===== src/rtl/fetch_sequencer_if.sv =====
// Control bundle between the fetch sequencer and the fetch/decode datapath.
// The master side is the sequencer; the slave side is the fetch unit and decode logic.
interface fetch_sequencer_if #(
  parameter int DATA_W = 16,
  parameter int SREG_W = 8
);
  logic              stall;
  logic [DATA_W-1:0] ir;
  logic [DATA_W-1:0] pmdata;
  logic [SREG_W-1:0] sreg;
  logic              load_ir;
  logic              load_pc;
  logic [1:0]        mode_12k;
  logic [1:0]        mode_add_za;
  logic              mode_pcz;
  logic [DATA_W-1:0] k;
  logic              push;
  logic              pop;
  logic [DATA_W-1:0] lpm_data;
  logic              lpm_valid;
  logic [1:0]        state;

  modport master (
    input  stall, ir, pmdata, sreg,
    output load_ir, load_pc, mode_12k, mode_add_za, mode_pcz, k,
           push, pop, lpm_data, lpm_valid, state
  );

  modport slave (
    output stall, ir, pmdata, sreg,
    input  load_ir, load_pc, mode_12k, mode_add_za, mode_pcz, k,
           push, pop, lpm_data, lpm_valid, state
  );
endinterface


===== src/rtl/fetch_sequencer.sv =====
// Program-flow sequencer for the fetch unit: PC redirects, two-word JMP and LPM.
// Define FETCH_SEQ_LPM_EN to enable LPM; otherwise LPM issues as an ordinary instruction.
//
// state | meaning
// FETCH | refill IR after a redirect, PC <= PC+1
// EXEC  | decode IR; ordinary instructions issue one per cycle
// JMP2  | second JMP word captured, load absolute target
module fetch_sequencer #(
  parameter int DATA_W = 16,
  parameter int SREG_W = 8
) (
  input  logic                i_clk,
  input  logic                i_reset,
  fetch_sequencer_if.master   bus
);
  typedef enum logic [1:0] {
    FETCH = 2'd0,
    EXEC  = 2'd1,
    JMP2  = 2'd2
  } state_t;

  state_t            state, state_nx;
  logic [DATA_W-1:0] k_q;
  logic [DATA_W-1:0] k_out;
  logic              jmp_cap;
  logic              load_ir, load_pc, push, pop, mode_pcz;
  logic [1:0]        mode_12k, mode_add_za;

  logic is_rel, is_rcall, is_ret, is_ijmp, is_jmp, br_taken;

  assign is_rel   = (bus.ir[15:13] == 3'b110);
  assign is_rcall = (bus.ir[15:12] == 4'hD);
  assign is_ret   = (bus.ir == 16'h9508);
  assign is_ijmp  = (bus.ir == 16'h9409);
  assign is_jmp   = (bus.ir[15:9] == 7'b1001010) && (bus.ir[3:1] == 3'b110);
  // BRBS (IR[10]=0) takes on a set flag, BRBC (IR[10]=1) on a clear flag
  assign br_taken = (bus.ir[15:11] == 5'b11110) && (bus.sreg[bus.ir[2:0]] == ~bus.ir[10]);

`ifdef FETCH_SEQ_LPM_EN
  logic              is_lpm;
  logic              lpm_cap;
  logic [DATA_W-1:0] lpm_q;
  assign is_lpm = (bus.ir == 16'h95C8);
`endif

  always_comb begin
    state_nx    = state;
    load_ir     = 1'b0;
    load_pc     = 1'b0;
    mode_12k    = 2'b00;
    mode_add_za = 2'b00;
    mode_pcz    = 1'b0;
    push        = 1'b0;
    pop         = 1'b0;
    jmp_cap     = 1'b0;
    k_out       = i_reset ? '0 : k_q;
`ifdef FETCH_SEQ_LPM_EN
    lpm_cap     = 1'b0;
`endif
    if (!i_reset && !bus.stall) begin
      unique case (state)
        FETCH: begin
          load_ir  = 1'b1;
          load_pc  = 1'b1;
          state_nx = EXEC;
        end
        EXEC: begin
          if (is_rel) begin
            load_pc  = 1'b1;
            mode_12k = 2'b10;
            k_out    = bus.ir;
            push     = is_rcall;
            state_nx = FETCH;
          end else if (is_ret) begin
            pop         = 1'b1;
            load_pc     = 1'b1;
            mode_add_za = 2'b11;
            state_nx    = FETCH;
          end else if (is_ijmp) begin
            load_pc     = 1'b1;
            mode_add_za = 2'b10;
            state_nx    = FETCH;
          end else if (is_jmp) begin
            jmp_cap  = 1'b1;
            state_nx = JMP2;
          end else if (br_taken) begin
            load_pc  = 1'b1;
            mode_12k = 2'b11;
            k_out    = bus.ir >> 3;
            state_nx = FETCH;
`ifdef FETCH_SEQ_LPM_EN
          end else if (is_lpm) begin
            mode_pcz = 1'b1;
            lpm_cap  = 1'b1;
            state_nx = FETCH;
`endif
          end else begin
            load_ir = 1'b1;
            load_pc = 1'b1;
          end
        end
        JMP2: begin
          load_pc     = 1'b1;
          mode_add_za = 2'b01;
          state_nx    = FETCH;
        end
        default: state_nx = FETCH;
      endcase
    end
  end

  always_ff @(posedge i_clk) begin
    if (i_reset) begin
      state <= FETCH;
      k_q   <= '0;
    end else if (!bus.stall) begin
      state <= state_nx;
      k_q   <= jmp_cap ? bus.pmdata : k_out;
    end
  end

`ifdef FETCH_SEQ_LPM_EN
  always_ff @(posedge i_clk) begin
    if (i_reset)      lpm_q <= '0;
    else if (lpm_cap) lpm_q <= bus.pmdata;
  end
  // bypass so the word is visible in the same cycle as the valid strobe
  assign bus.lpm_valid = lpm_cap;
  assign bus.lpm_data  = i_reset ? '0 : (lpm_cap ? bus.pmdata : lpm_q);
`else
  assign bus.lpm_valid = 1'b0;
  assign bus.lpm_data  = '0;
`endif

  assign bus.load_ir     = load_ir;
  assign bus.load_pc     = load_pc;
  assign bus.mode_12k    = mode_12k;
  assign bus.mode_add_za = mode_add_za;
  assign bus.mode_pcz    = mode_pcz;
  assign bus.push        = push;
  assign bus.pop         = pop;
  assign bus.k           = k_out;
  assign bus.state       = i_reset ? FETCH : state;
endmodule

===== src/flat_wrapper.sv =====
// flat-port wrapper written by rule: the top's interface ports become plain ports
module fetch_sequencer_flat 
#(
  parameter int DATA_W = 16,
  parameter int SREG_W = 8
)
  (i_clk, i_reset, bus_stall, bus_ir, bus_pmdata, bus_sreg, bus_load_ir, bus_load_pc, bus_mode_12k, bus_mode_add_za, bus_mode_pcz, bus_k, bus_push, bus_pop, bus_lpm_data, bus_lpm_valid, bus_state);
  fetch_sequencer_if #(.DATA_W(DATA_W), .SREG_W(SREG_W)) bus_i ();
  input  logic i_clk;
  input  logic i_reset;
  input wire logic [$bits(bus_i.stall)-1:0] bus_stall;
  input wire logic [$bits(bus_i.ir)-1:0] bus_ir;
  input wire logic [$bits(bus_i.pmdata)-1:0] bus_pmdata;
  input wire logic [$bits(bus_i.sreg)-1:0] bus_sreg;
  output wire logic [$bits(bus_i.load_ir)-1:0] bus_load_ir;
  output wire logic [$bits(bus_i.load_pc)-1:0] bus_load_pc;
  output wire logic [$bits(bus_i.mode_12k)-1:0] bus_mode_12k;
  output wire logic [$bits(bus_i.mode_add_za)-1:0] bus_mode_add_za;
  output wire logic [$bits(bus_i.mode_pcz)-1:0] bus_mode_pcz;
  output wire logic [$bits(bus_i.k)-1:0] bus_k;
  output wire logic [$bits(bus_i.push)-1:0] bus_push;
  output wire logic [$bits(bus_i.pop)-1:0] bus_pop;
  output wire logic [$bits(bus_i.lpm_data)-1:0] bus_lpm_data;
  output wire logic [$bits(bus_i.lpm_valid)-1:0] bus_lpm_valid;
  output wire logic [$bits(bus_i.state)-1:0] bus_state;
  assign bus_i.stall = bus_stall;
  assign bus_i.ir = bus_ir;
  assign bus_i.pmdata = bus_pmdata;
  assign bus_i.sreg = bus_sreg;
  assign bus_load_ir = bus_i.load_ir;
  assign bus_load_pc = bus_i.load_pc;
  assign bus_mode_12k = bus_i.mode_12k;
  assign bus_mode_add_za = bus_i.mode_add_za;
  assign bus_mode_pcz = bus_i.mode_pcz;
  assign bus_k = bus_i.k;
  assign bus_push = bus_i.push;
  assign bus_pop = bus_i.pop;
  assign bus_lpm_data = bus_i.lpm_data;
  assign bus_lpm_valid = bus_i.lpm_valid;
  assign bus_state = bus_i.state;
  fetch_sequencer #(.DATA_W(DATA_W), .SREG_W(SREG_W)) u_core (.i_clk(i_clk), .i_reset(i_reset), .bus(bus_i));
endmodule

===== config.mk =====
export PLATFORM = sky130hd
export DESIGN_NAME = fetch_sequencer_flat
export DESIGN_NICKNAME = d
export VERILOG_FILES = /design/src/rtl/fetch_sequencer_if.sv /design/src/rtl/fetch_sequencer.sv /design/src/flat_wrapper.sv
export SDC_FILE = /design/constraint.sdc
export NUM_CORES = 1
export LEC_CHECK = 0
export BUFFER_PORTS_ARGS = -buffer_cell sky130_fd_sc_hd__buf_2
export CORE_MARGIN = 5
export CORE_UTILIZATION = 52
export CTS_BUF_LIST = sky130_fd_sc_hd__clkbuf_8
export CTS_CLUSTER_DIAMETER = 200
export DETAILED_ROUTE_END_ITERATION = 10
export GPL_TIMING_DRIVEN = 0
export PLACE_DENSITY = 0.9
export SETUP_SLACK_MARGIN = 0.5
export SLEW_MARGIN = 20
export SYNTH_ARGS = -nofsm -noshare
export SYNTH_HDL_FRONTEND = slang
export SYNTH_SLANG_ARGS = --single-unit

===== constraint.sdc =====
create_clock -name i_clk -period 4.8 [get_ports i_clk]
set_input_delay 0.48 -clock i_clk [delete_from_list [all_inputs] [get_ports i_clk]]
set_output_delay 0.48 -clock i_clk [all_outputs]
set_load 0.1 [all_outputs]

After elaboration in Yosys (flattened, before gate mapping). Index checks and enable logic that the tools add are counted.

$add $sub $neg: 0. $mul: 0. Divide/modulo/power cells: 0. $lt $le $gt $ge: 1. Eq/ne operators: 11. Shifts and indexed selects: 0. Mux-type cells: 56. Bitwise operators: 2. Reduce and logical (&&, ||, !) cells: 8.

Operator list (number): 16-bit two-way mux (9); 2-bit two-way mux (17); 16-bit equality test, second input constant (2); 1-bit two-way mux (25); 2-bit case mux with 2 select lines (2); 7-bit equality test, second input constant (1); 3-bit equality test, second input constant (2); 6-bit by 1-bit inequality test with 1-bit output, second input constant (1); 5-bit equality test, second input constant (1); 4-bit equality test, second input constant (1); 3-bit by 4-bit < comparator with 1-bit output, second input constant (1); 1-bit case mux with 2 select lines (2); 1-bit binary-select mux with 3-bit select (1); 1-bit logical AND (3); 3-bit AND reduction (1); 2-bit by 1-bit equality test with 1-bit output, second input constant (1); 2-bit equality test, second input constant (1); 1-bit logical NOT (2); 2-bit logical NOT (1); 1-bit inverter (2); 2-bit OR reduction (1); 1-bit equality test (1).

Register bits: 18. Bits in latches: 0. RAM bits: 0. Bits in read-only memories: 0. Input port bits: 43. Output and inout port bits: 44. Logic and storage cells: 80. Memories: 0.

Depth between registers and ports, before layout. Gate-level depths: netlist (run 1).

Word-level depth: 12. Mapped depth: 10. Mapped depth without buffers: 8.

Worst setup path before layout (run 1). No wires, ideal clock.

Path type: input-to-output. From: input bus_ir[0]. To: output bus_k[12]. Arrival: 6085 ps. Required time: 4320 ps. Setup slack: -1765 ps. Cell stages on the path: 7. Path buffers: 1. Path through: buf_6 mux2_1 mux4_2 mux2i_1 nor3_1 a21oi_1 o21ai_0.

Word-level cells in the longest chain between the ends: 11. Elaborated cells on any way between the ends: 13. Classes of those cells: eq/ne (3); mux (9); reduce/logical (1).

RTL lines: start: declaration (line flat_wrapper.sv:12) `input wire logic [$bits(bus_i.ir)-1:0] bus_ir;`; 1-bit binary-select mux with 3-bit select (line fetch_sequencer.sv:37) `assign br_taken = (bus.ir[15:11] == 5'b11110) && (bus.sreg[bus.ir[2:0]] == ~bus.ir[10]);`; 1-bit two-way mux (not written as such) (line fetch_sequencer.sv:37); 1-bit equality test (line fetch_sequencer.sv:37); 1-bit logical AND (line fetch_sequencer.sv:37); 16-bit two-way mux (line fetch_sequencer.sv:86) `end else if (br_taken) begin`; 16-bit two-way mux (line fetch_sequencer.sv:83) `end else if (is_jmp) begin`; 16-bit two-way mux (line fetch_sequencer.sv:79) `end else if (is_ijmp) begin`; 16-bit two-way mux (*) (line fetch_sequencer.sv:74) `end else if (is_ret) begin`; 16-bit two-way mux (*) (line fetch_sequencer.sv:68) `if (is_rel) begin`; 16-bit two-way mux (*) (line fetch_sequencer.sv:61) `unique case (state)`; 16-bit two-way mux (*) (line fetch_sequencer.sv:60) `if (!i_reset && !bus.stall) begin`; end: declaration (line flat_wrapper.sv:20) `output wire logic [$bits(bus_i.k)-1:0] bus_k;`.

Every way passes the cells marked *; elsewhere a longest branch is shown, timed or not. The select of a mux whose other input is x is not followed.

Worst setup path in the final report (run 1).
From: input bus_ir[0]. To: output bus_k[8].

The elaborated chain is that of the path after synthesis.

==> out/summary.txt, run 1 <==
Crit. End Element -> output pin
Root buffer cell -> clkbuf_8
Reg area -> 360 um^2
Total Die Area -> 4730 um^2
Net Switching -> 0.223 mW
Arrival @ worst endpoint -> 3.08 ns
Finished Core Util -> 0.697
Vias per cell -> 5.97
Antenna Cells -> 0
DP HPWL -> 4.42 mm
Syn Area/Cell -> 7.38 um^2
DRT Wirelength -> 5.90 mm
Int Pwr -> 0.280 mW
CTS Hold Buffers Added -> 0
WS Path Type -> in2out
Top FF cell, synth -> dfxtp_1
Footprint of the multi-input gates -> 1310 um^2
Hold path start -> bus_pmdata[7]
RePlAce Congestion -> 0.929
Maximum VDD drop -> 0.129 mV
Vias in the first global route -> 2156
Width of the die -> 68.7 um
Logic pwr share -> 0.426
CTS tree -> done
Synthesized area -> 1790 um^2
CTS Buf Count -> 3
Num rows -> 21
Largest net degree at the start of global routing -> 11
Maximum clock frequency -> 281 MHz
Pre-antenna DRT Iters -> 5
Grt ovf -> 0
Hold Path Sink -> u_core.k_q[7]
DRT antenna net count -> 0
Commonest non-fill, non-tap cells in the layout -> 66 x buf_2, 33 x nand2_1, 18 x buf_4, 18 x conb_1, 18 x dfxtp_1
R2R cell count -> 9
FF-to-FF setup slack -> 2.05 ns
Final min period -> 3.56 ns
Initial antenna violation count -> 0
RSZ-0062 raised after global routing -> false
Clk pin slew, worst setup/hold paths -> 0.08 ns
Pleak -> 1.10 nW
Number of buffers added on ports -> 66
TNS Setup -> 0 ns
Period utilization -> 0.742
Chip height -> 68.7 um
Max-Slew Margin vs Limit -> 0.486
Tot GR Track Use -> 0.267
Cell taking the most area after synthesis -> dfxtp_1
Flop pwr share -> 0.310
Hold Vio Cnt, Final -> 0
Asr flop ratio synth -> 0
Seq/Total Area, Yosys -> 0.201
Area delta synth->final -> 29.6%
Sw Ratio -> 0.444
WP data required -> 4.32 ns
Num ports -> 87
Worst-path maximum fanout -> 7
Status -> finished, final reports clean
Max Cap Violations -> 0
Clock buffer depth -> 2
Initial core utilization -> 0.538
Residual DRC -> 0
DR iter-0 viols -> 274
Vias after detailed routing -> 2243
Top cell type's share of synthesized area -> 0.201
Yosys reg bits -> 18
Critical Path Start Type -> input port
Area contributors post-synth -> dfxtp_1 20%, buf_4 7.5%, nand2_1 6.9%
Post-synth EDFFs -> 0
Clock Sinks -> 18
Count of cell types in the netlist -> 57
Launch point of the worst reg-to-reg path -> u_core.state[1]
Clk_lat worst skew -> 0.27 ns
Layout cells sized above 1 -> 0.324
Final Net Count -> 378
Avg WL per Cell -> 15.7 um
Slew of the pin with the lowest slew margin -> 0.768 ns
Final Max Slew Viols -> 0
Worst hold path type -> in2reg
Setup bufs post-CTS -> 0
First-pass GRT wire length -> 9.65 mm
Mapped Cells -> 243
# resized after CTS -> 0
Clock power share -> 0.265
Power per cell area -> 216 nW/um^2
Hold path depth -> 2
RR Endpoint -> u_core.k_q[2]
Filler cells -> 311
Synth warn -> 0
Final setup fails -> 0
Clk_skew -> 0.00548 ns
Core ar. -> 3340 um^2
Commonest non-fill, non-tap cell in the layout -> buf_2
# H-tree levels -> 1
## worst max-delay path by stage
stage,startpoint,end,slack [ns]
floorplan,bus_ir[0],bus_k[12],-0.1
global placement,bus_ir[0],bus_k[8],1.33
detailed placement,bus_ir[0],bus_k[8],1.29
CTS,bus_ir[0],bus_k[8],1.29
global route,bus_ir[0],bus_k[8],1.14
finish,bus_ir[0],bus_k[8],1.24
## critical path, stage by stage
cell and delay [ns]:
buf_6 0.11, mux2_1 0.31, mux4_2 0.54, mux2i_1 0.55, a21oi_1 0.30, nand2b_1 0.21
a21oi_1 0.13, buf_2 0.44
## through the flow
step           cells  power (mW)  area (um^2)  hold WS [ns]  setup WS [ns]
2_1_floorplan    260       0.327         1880         0.441        -0.0989
3_3_place_gp     372       0.366         2270         0.466           1.33
3_5_place_dp     372       0.368         2270         0.473           1.29
4_1_cts          376       0.497         2320         0.438           1.29
5_1_grt          376       0.520         2320         0.445           1.14
6_report         376       0.503         2320         0.433           1.24
## Yosys cell counts, types with 6 or more instances
cell	count
a21oi_1	17
buf_4	18
clkbuf_1	10
dfxtp_1	18
inv_1	6
mux2i_1	6
nand2_1	33
nand3_1	8
nor2_1	17
nor3_1	11
o21ai_0	12
o22ai_1	9
## sequential cells by signal, summed over array words and instances (netlist names)
register / flops
u_core.k_q: 16
u_core.state: 2
## cells by family (layout without fill, tap and decap cells)
group           after synthesis  after routing  synth area share
flops                        18             18             0.201
mux                          14             14            0.0962
fa+ha+maj                     4              4            0.0279
buf+inv                      37            107             0.119
xor+xnor                      1              1           0.00488
compound gates               64             64             0.252
simple gates                104            104             0.297
other cells                   1             18           0.00209
## power by group through the flow
| stage | combinational, mW | sequential (mW) | clock [mW] |
|---|---|---|---|
| detailed placement | 0.209 | 0.159 | 0 |
| global route | 0.225 | 0.156 | 0.139 |
| CTS | 0.210 | 0.156 | 0.132 |
| global placement | 0.207 | 0.159 | 0 |
| finish | 0.214 | 0.156 | 0.133 |
| floorplan | 0.169 | 0.158 | 0 |
## metal layers
metal | wire length (um) | track usage | vias to the layer above
met3 | 873 | 0.0632 | 29
met5 | 0 | 0 | -
met1 | 2130 | 0.320 | 973
li1 | - | - | 1032
met4 | 194 | 0.163 | 0
met2 | 2700 | 0.429 | 209
## final cells by class
class / count / share of cell area
buffer: 30 / 0.0807
inverter: 7 / 0.0113
sequential: 18 / 0.155
clock buffer: 4 / 0.0237
tap: 46 / 0.0248
timing repair buffer: 66 / 0.142
multi-input combinational: 205 / 0.562
(Power assumes the default switching activity.)
==> run 2, diff against run 1 <==
CORE_UTILIZATION = 48   (was 52)
PLACE_DENSITY = 0.84   (was 0.9)
clock period = 3.6 ns   (was 4.8 ns; I/O delays follow)
==> out/summary.txt, run 2 (synthesized netlist as in run 1, its figures left out) <==
Status -> finished, final reports clean
DRT Wirelength -> 6.16 mm (+4.4%)
Finished Core Util -> 0.697 (about the same)
Reg area -> 360 um^2 (unchanged)
CP bufs+invs -> 2 (unchanged)
TNS Setup -> 0 ns (unchanged)
Period utilization -> 0.852
Num ports -> 87 (unchanged)
Final Max Slew Viols -> 0 (unchanged)
CTS Buf Count -> 3 (unchanged)
Cell family with most CP delay -> multiplexers
Clock Sinks -> 18 (unchanged)
# H-tree levels -> 1 (unchanged)
Biggest regs -> u_core.k_q (16), u_core.state (2)
Root buffer cell -> clkbuf_8
Grt ovf -> 0 (unchanged)
Max Cap Violations -> 0 (unchanged)
Worst hold path type -> in2reg
CTS Hold Buffers Added -> 0 (unchanged)
Clock buffer depth -> 2 (unchanged)
Vias in the first global route -> 2037 (-5.5%)
Finished Layout Cells -> 382 (+1.6%)
Worst-path maximum fanout -> 7 (unchanged)
Total Die Area -> 5060 um^2 (+7.1%)
Vias per cell -> 5.70 (-4.4%)
Pre-antenna DRT Iters -> 5 (unchanged)
Arrival @ worst endpoint -> 2.71 ns (-0.37 ns)
Core ar. -> 3630 um^2 (+8.9%)
RR Endpoint -> u_core.k_q[0]
First-pass GRT wire length -> 9.78 mm (+1.4%)
R2R cell count -> 9 (unchanged)
Maximum VDD drop -> 0.154 mV (+20%)
Initial core utilization -> 0.494 (-0.0439)
Hold Vio Cnt, Final -> 0 (unchanged)
Area delta synth->final -> 41.1%
Critical Path Start Type -> input port
Hold Path Sink -> u_core.k_q[7]
Max reg flops -> 16 (unchanged)
Width of the die -> 71.1 um (+3.5%)
Most flops, register -> u_core.k_q
Antenna Cells -> 0 (unchanged)
Launch point of the worst reg-to-reg path -> u_core.state[1]
Footprint of the multi-input gates -> 1450 um^2 (+11%)
Commonest non-fill, non-tap cell in the layout -> buf_2
Chip height -> 71.1 um (+3.5%)
Num rows -> 22 (+4.8%)
DRT antenna net count -> 0 (unchanged)
Filler cells -> 308 (-0.96%)
Clk_lat worst skew -> 0.27 ns (about the same)
Avg WL per Cell -> 16.1 um (+2.8%)
Dpl cell area -> 2400 um^2 (+6.0%)
DR iter-0 viols -> 246 (-10%)
Final setup fails -> 0 (unchanged)
Final min period -> 3.07 ns
Hold path depth -> 2 (unchanged)
RSZ-0062 raised after global routing -> true
Crit. End Element -> output pin
Final Net Count -> 382 (+1.1%)
Crit-path slowest cell -> mux4_2
Number of buffers added on ports -> 66 (unchanged)
Layout cells sized above 1 -> 0.371 (+0.0470)
Hold_ws -> 0.312 ns (-0.121 ns)
Power per cell area -> 272 nW/um^2 (+26%)
Residual DRC -> 0 (unchanged)
Clk_skew -> 0.00797 ns (+0.00249 ns)
Commonest non-fill, non-tap cells in the layout -> 56 x buf_2, 33 x nand2_1, 25 x buf_4
WP data required -> 3.24 ns (-1.08 ns)
Initial antenna violation count -> 0 (unchanged)
RePlAce Congestion -> 0.922 (-0.70%)
Slew of the pin with the lowest slew margin -> 0.826 ns (+0.0579 ns)
Largest net degree at the start of global routing -> 11 (unchanged)
DP HPWL -> 4.51 mm (+2.1%)
Tot GR Track Use -> 0.239 (-0.0285)
CTS tree -> done
Hold path start -> bus_pmdata[7]
Critical path, cell by cell -> buf_8 -> mux2_4 -> mux4_2 -> mux2i_2 -> o22a_1 -> o21ai_0 -> a21oi_4 -> buf_4
FF-to-FF setup slack -> 0.91 ns (-1.14 ns)
Max-Slew Margin vs Limit -> 0.450 (-0.0367)
Vias after detailed routing -> 2179 (-2.9%)
Dpl cells -> 374 (+0.54%)
Post-route cell area -> 2530 um^2 (+8.9%)
Pleak -> 1.14 nW (+3.7%)
Maximum clock frequency -> 326 MHz
CP peak stage delay -> 0.55 ns (about the same)
WS Path Type -> in2out
Clk pin slew, worst setup/hold paths -> 0.08 ns (about the same)
[run 2: worst max-delay path by stage]
stage,from,endpoint,depth (start not counted)
2_1_floorplan,bus_ir[0],bus_k[12],7
3_3_place_gp,bus_ir[0],bus_k[8],8
3_5_place_dp,bus_ir[0],bus_k[8],8
4_1_cts,bus_ir[0],bus_k[8],8
5_1_grt,u_core.state[1],bus_k[4],9
6_report,bus_ir[0],bus_k[1],8
[run 2: layer usage]
layer,wire (um),GRT usage
met1,2320,0.304
met2,3040,0.400
met5,0,0
met4,69,0.0752
met3,728,0.0511
[run 2: cell type report]
cell class                      count  share of cell area
Clock buffer                        4              0.0217
Tap cell                           48              0.0237
Sequential cell                    18               0.142
Buffer                             30              0.0756
Inverter                            7              0.0104
Timing Repair Buffer               70               0.154
Multi-Input combinational cell    205               0.573
[run 2: repair_timing]
action | in CTS | in global routing
pin swaps | 0 | 1
endpoints found under the setup margin | 9 | 10
gates resized for setup | 7 | 7
buffers inserted | 0 | 4
[run 2: per-stage QoR]
stage,total power [mW],setup WS [ns]
final,0.688,0.532
after global routing,0.713,0.426
after CTS,0.681,0.407
after detailed placement,0.501,0.222
after global placement,0.499,0.243
after floorplan,0.446,0.0757
[run 2: power breakdown]
part	switching [mW]	internal, mW
clock network	0.0833	0.0977
registers	0.00393	0.204
logic	0.221	0.0781
==> run 3, diff against run 2 <==
CELL_PAD_IN_SITES_DETAIL_PLACEMENT = 1   (was not set)
CELL_PAD_IN_SITES_GLOBAL_PLACEMENT = 2   (was not set)
CORE_UTILIZATION = 25   (was 48)
RECOVER_POWER = 25   (was not set)
==> out/summary.txt, run 3 (synthesized netlist as in run 1, its figures left out) <==
Total Die Area -> 8970 um^2 (+77%)
Pleak -> 1.13 nW (-0.43%)
CP bufs+invs -> 2 (unchanged)
Hold path start -> bus_pmdata[7]
Most flops, register -> u_core.k_q
Pre-antenna DRT Iters -> 4 (-1)
Filler cells -> 901 (+190%)
Critical Path Start Type -> input port
Max reg flops -> 16 (unchanged)
Final setup fails -> 0 (unchanged)
Commonest non-fill, non-tap cells in the layout -> 53 x buf_2, 33 x nand2_1, 27 x buf_4
WS Path Type -> in2out
Max-Slew Margin vs Limit -> 0.227 (-0.222)
RePlAce Congestion -> 0.828 (-10%)
Maximum clock frequency -> 314 MHz (-3.7%)
Clock Sinks -> 18 (unchanged)
Status -> finished, final reports clean
Commonest non-fill, non-tap cell in the layout -> buf_2
Residual DRC -> 0 (unchanged)
Clock buffer depth -> 2 (unchanged)
DR iter-0 viols -> 109 (-56%)
TNS Setup -> 0 ns (unchanged)
Num rows -> 30 (+36%)
Post-route cell area -> 2600 um^2 (+2.7%)
Period utilization -> 0.885 (+0.0331)
Avg WL per Cell -> 17.1 um (+6.1%)
Antenna Cells -> 0 (unchanged)
Vias in the first global route -> 2309 (+13%)
WP data required -> 3.24 ns (about the same)
Tot GR Track Use -> 0.167 (-0.0713)
Maximum VDD drop -> 0.180 mV (+17%)
Max Cap Violations -> 0 (unchanged)
Core ar. -> 6910 um^2 (+90%)
Vias per cell -> 4.94 (-13%)
Final Max Slew Viols -> 0 (unchanged)
CTS Hold Buffers Added -> 0 (unchanged)
Final min period -> 3.19 ns (+0.119 ns)
Grt ovf -> 0 (unchanged)
First-pass GRT wire length -> 11.8 mm (+21%)
Root buffer cell -> clkbuf_8
Hold_ws -> 0.325 ns (+0.0130 ns)
Worst-path maximum fanout -> 7 (unchanged)
Largest net degree at the start of global routing -> 11 (unchanged)
Crit-path slowest cell -> mux4_2
# H-tree levels -> 1 (unchanged)
RSZ-0062 raised after global routing -> true
Initial core utilization -> 0.260 (-0.234)
Critical path, cell by cell -> buf_8 -> mux2_1 -> mux4_2 -> mux2_1 -> nor4_1 -> nor2_1 -> nor2_2 -> buf_4
Cell mode on critical path -> mux2_1
Clk_lat worst skew -> 0.26 ns (about the same)
Clk pin slew, worst setup/hold paths -> 0.08 ns (about the same)
Launch point of the worst reg-to-reg path -> u_core.state[1]
Biggest regs -> u_core.k_q (16), u_core.state (2)
Critical path launch point -> bus_ir[0]
Area delta synth->final -> 44.9%
Slew of the pin with the lowest slew margin -> 1.16 ns (+0.338 ns)
Final Net Count -> 382 (unchanged)
Hold Vio Cnt, Final -> 0 (unchanged)
Clk_skew -> 0.00691 ns (-0.00105 ns)
Finished Layout Cells -> 430 (+13%)
Chip height -> 94.7 um (+33%)
CTS tree -> done
Initial antenna violation count -> 0 (unchanged)
DRT antenna net count -> 0 (unchanged)
Num ports -> 87 (unchanged)
Layout cells sized above 1 -> 0.359 (-0.0120)
CTS Buf Count -> 3 (unchanged)
Power per cell area -> 264 nW/um^2 (-2.7%)
Dpl cells -> 422 (+13%)
Width of the die -> 94.7 um (+33%)
Number of buffers added on ports -> 66 (unchanged)
Arrival @ worst endpoint -> 2.83 ns (+0.12 ns)
CP peak stage delay -> 0.57 ns (+0.02 ns)
DP HPWL -> 5.88 mm (+30%)
Cell family with most CP delay -> multiplexers
Vias after detailed routing -> 2124 (-2.5%)
Worst hold path type -> in2reg
Crit. End Element -> output pin
DRT Wirelength -> 7.36 mm (+19%)
Dpl cell area -> 2460 um^2 (+2.5%)
==> run 3: changes by cell type in the layout (fill, tap and decap cells not counted), moves of 2 or more <==
cell / before / now
clkbuf_4: 6 / 2
buf_2: 56 / 53
buf_4: 25 / 27
clkbuf_1: 10 / 12
==> run 3: through the flow <==
step	utilization	setup WS, ns	total power [mW]
floorplan	-	0.0757	0.446
global placement	0.357	0.151	0.506
detailed placement	0.357	0.107	0.509
CTS	0.373	0.434	0.690
global route	0.376	0.263	0.716
finish	0.376	0.412	0.687
==> run 3: report_power, final <==
part,total [mW],switching (mW),internal (mW)
Sequential,0.208,0.00388,0.204
Combinational,0.303,0.224,0.0795
Clock,0.176,0.0789,0.0974
Total,0.687,0.306,0.380
==> run 3: path summary, 6_finish.rpt <==
kind         cells after the start  slack [ns]            end
min                              2        0.32  u_core.k_q[7]
max                              8        0.41    bus_load_ir
max reg2reg                     10        0.77  u_core.k_q[0]
min reg2reg                      2        0.49  u_core.k_q[1]
==> run 3: cell type report <==
cell class	instances	area, um^2	area share
multi-input combinational	205	1440	0.554
inverter	7	26.3	0.0101
tap	96	120	0.0462
clock buffer	4	55.1	0.0212
timing repair buffer	70	405	0.156
sequential	18	360	0.139
buffer	30	193	0.0741
==> run 3: what timing repair did <==
action                                 in CTS  in global routing
pin swaps                                   1                  1
setup endpoints to repair                  12                 13
buffers inserted                            3                  1
endpoints found under the hold margin       0                  0
resized for setup                          10                 12
==> run 3: worst register-to-register path, delay by kind of cell (launching register included) <==
kind            cells  cell delay [ns]
fa+ha+maj           1             0.35
compound gates      1             0.37
buf+inv             4             0.95
simple gates        4             0.72
flops               1             0.34
==> run 3: routing by layer <==
layer,GRT usage,share of wire,vias to the layer above
li1,-,-,1047
met1,0.207,0.42,999
met2,0.299,0.51,70
met3,0.0327,0.060,8
met4,0.0337,0.011,0
met5,0,0,-
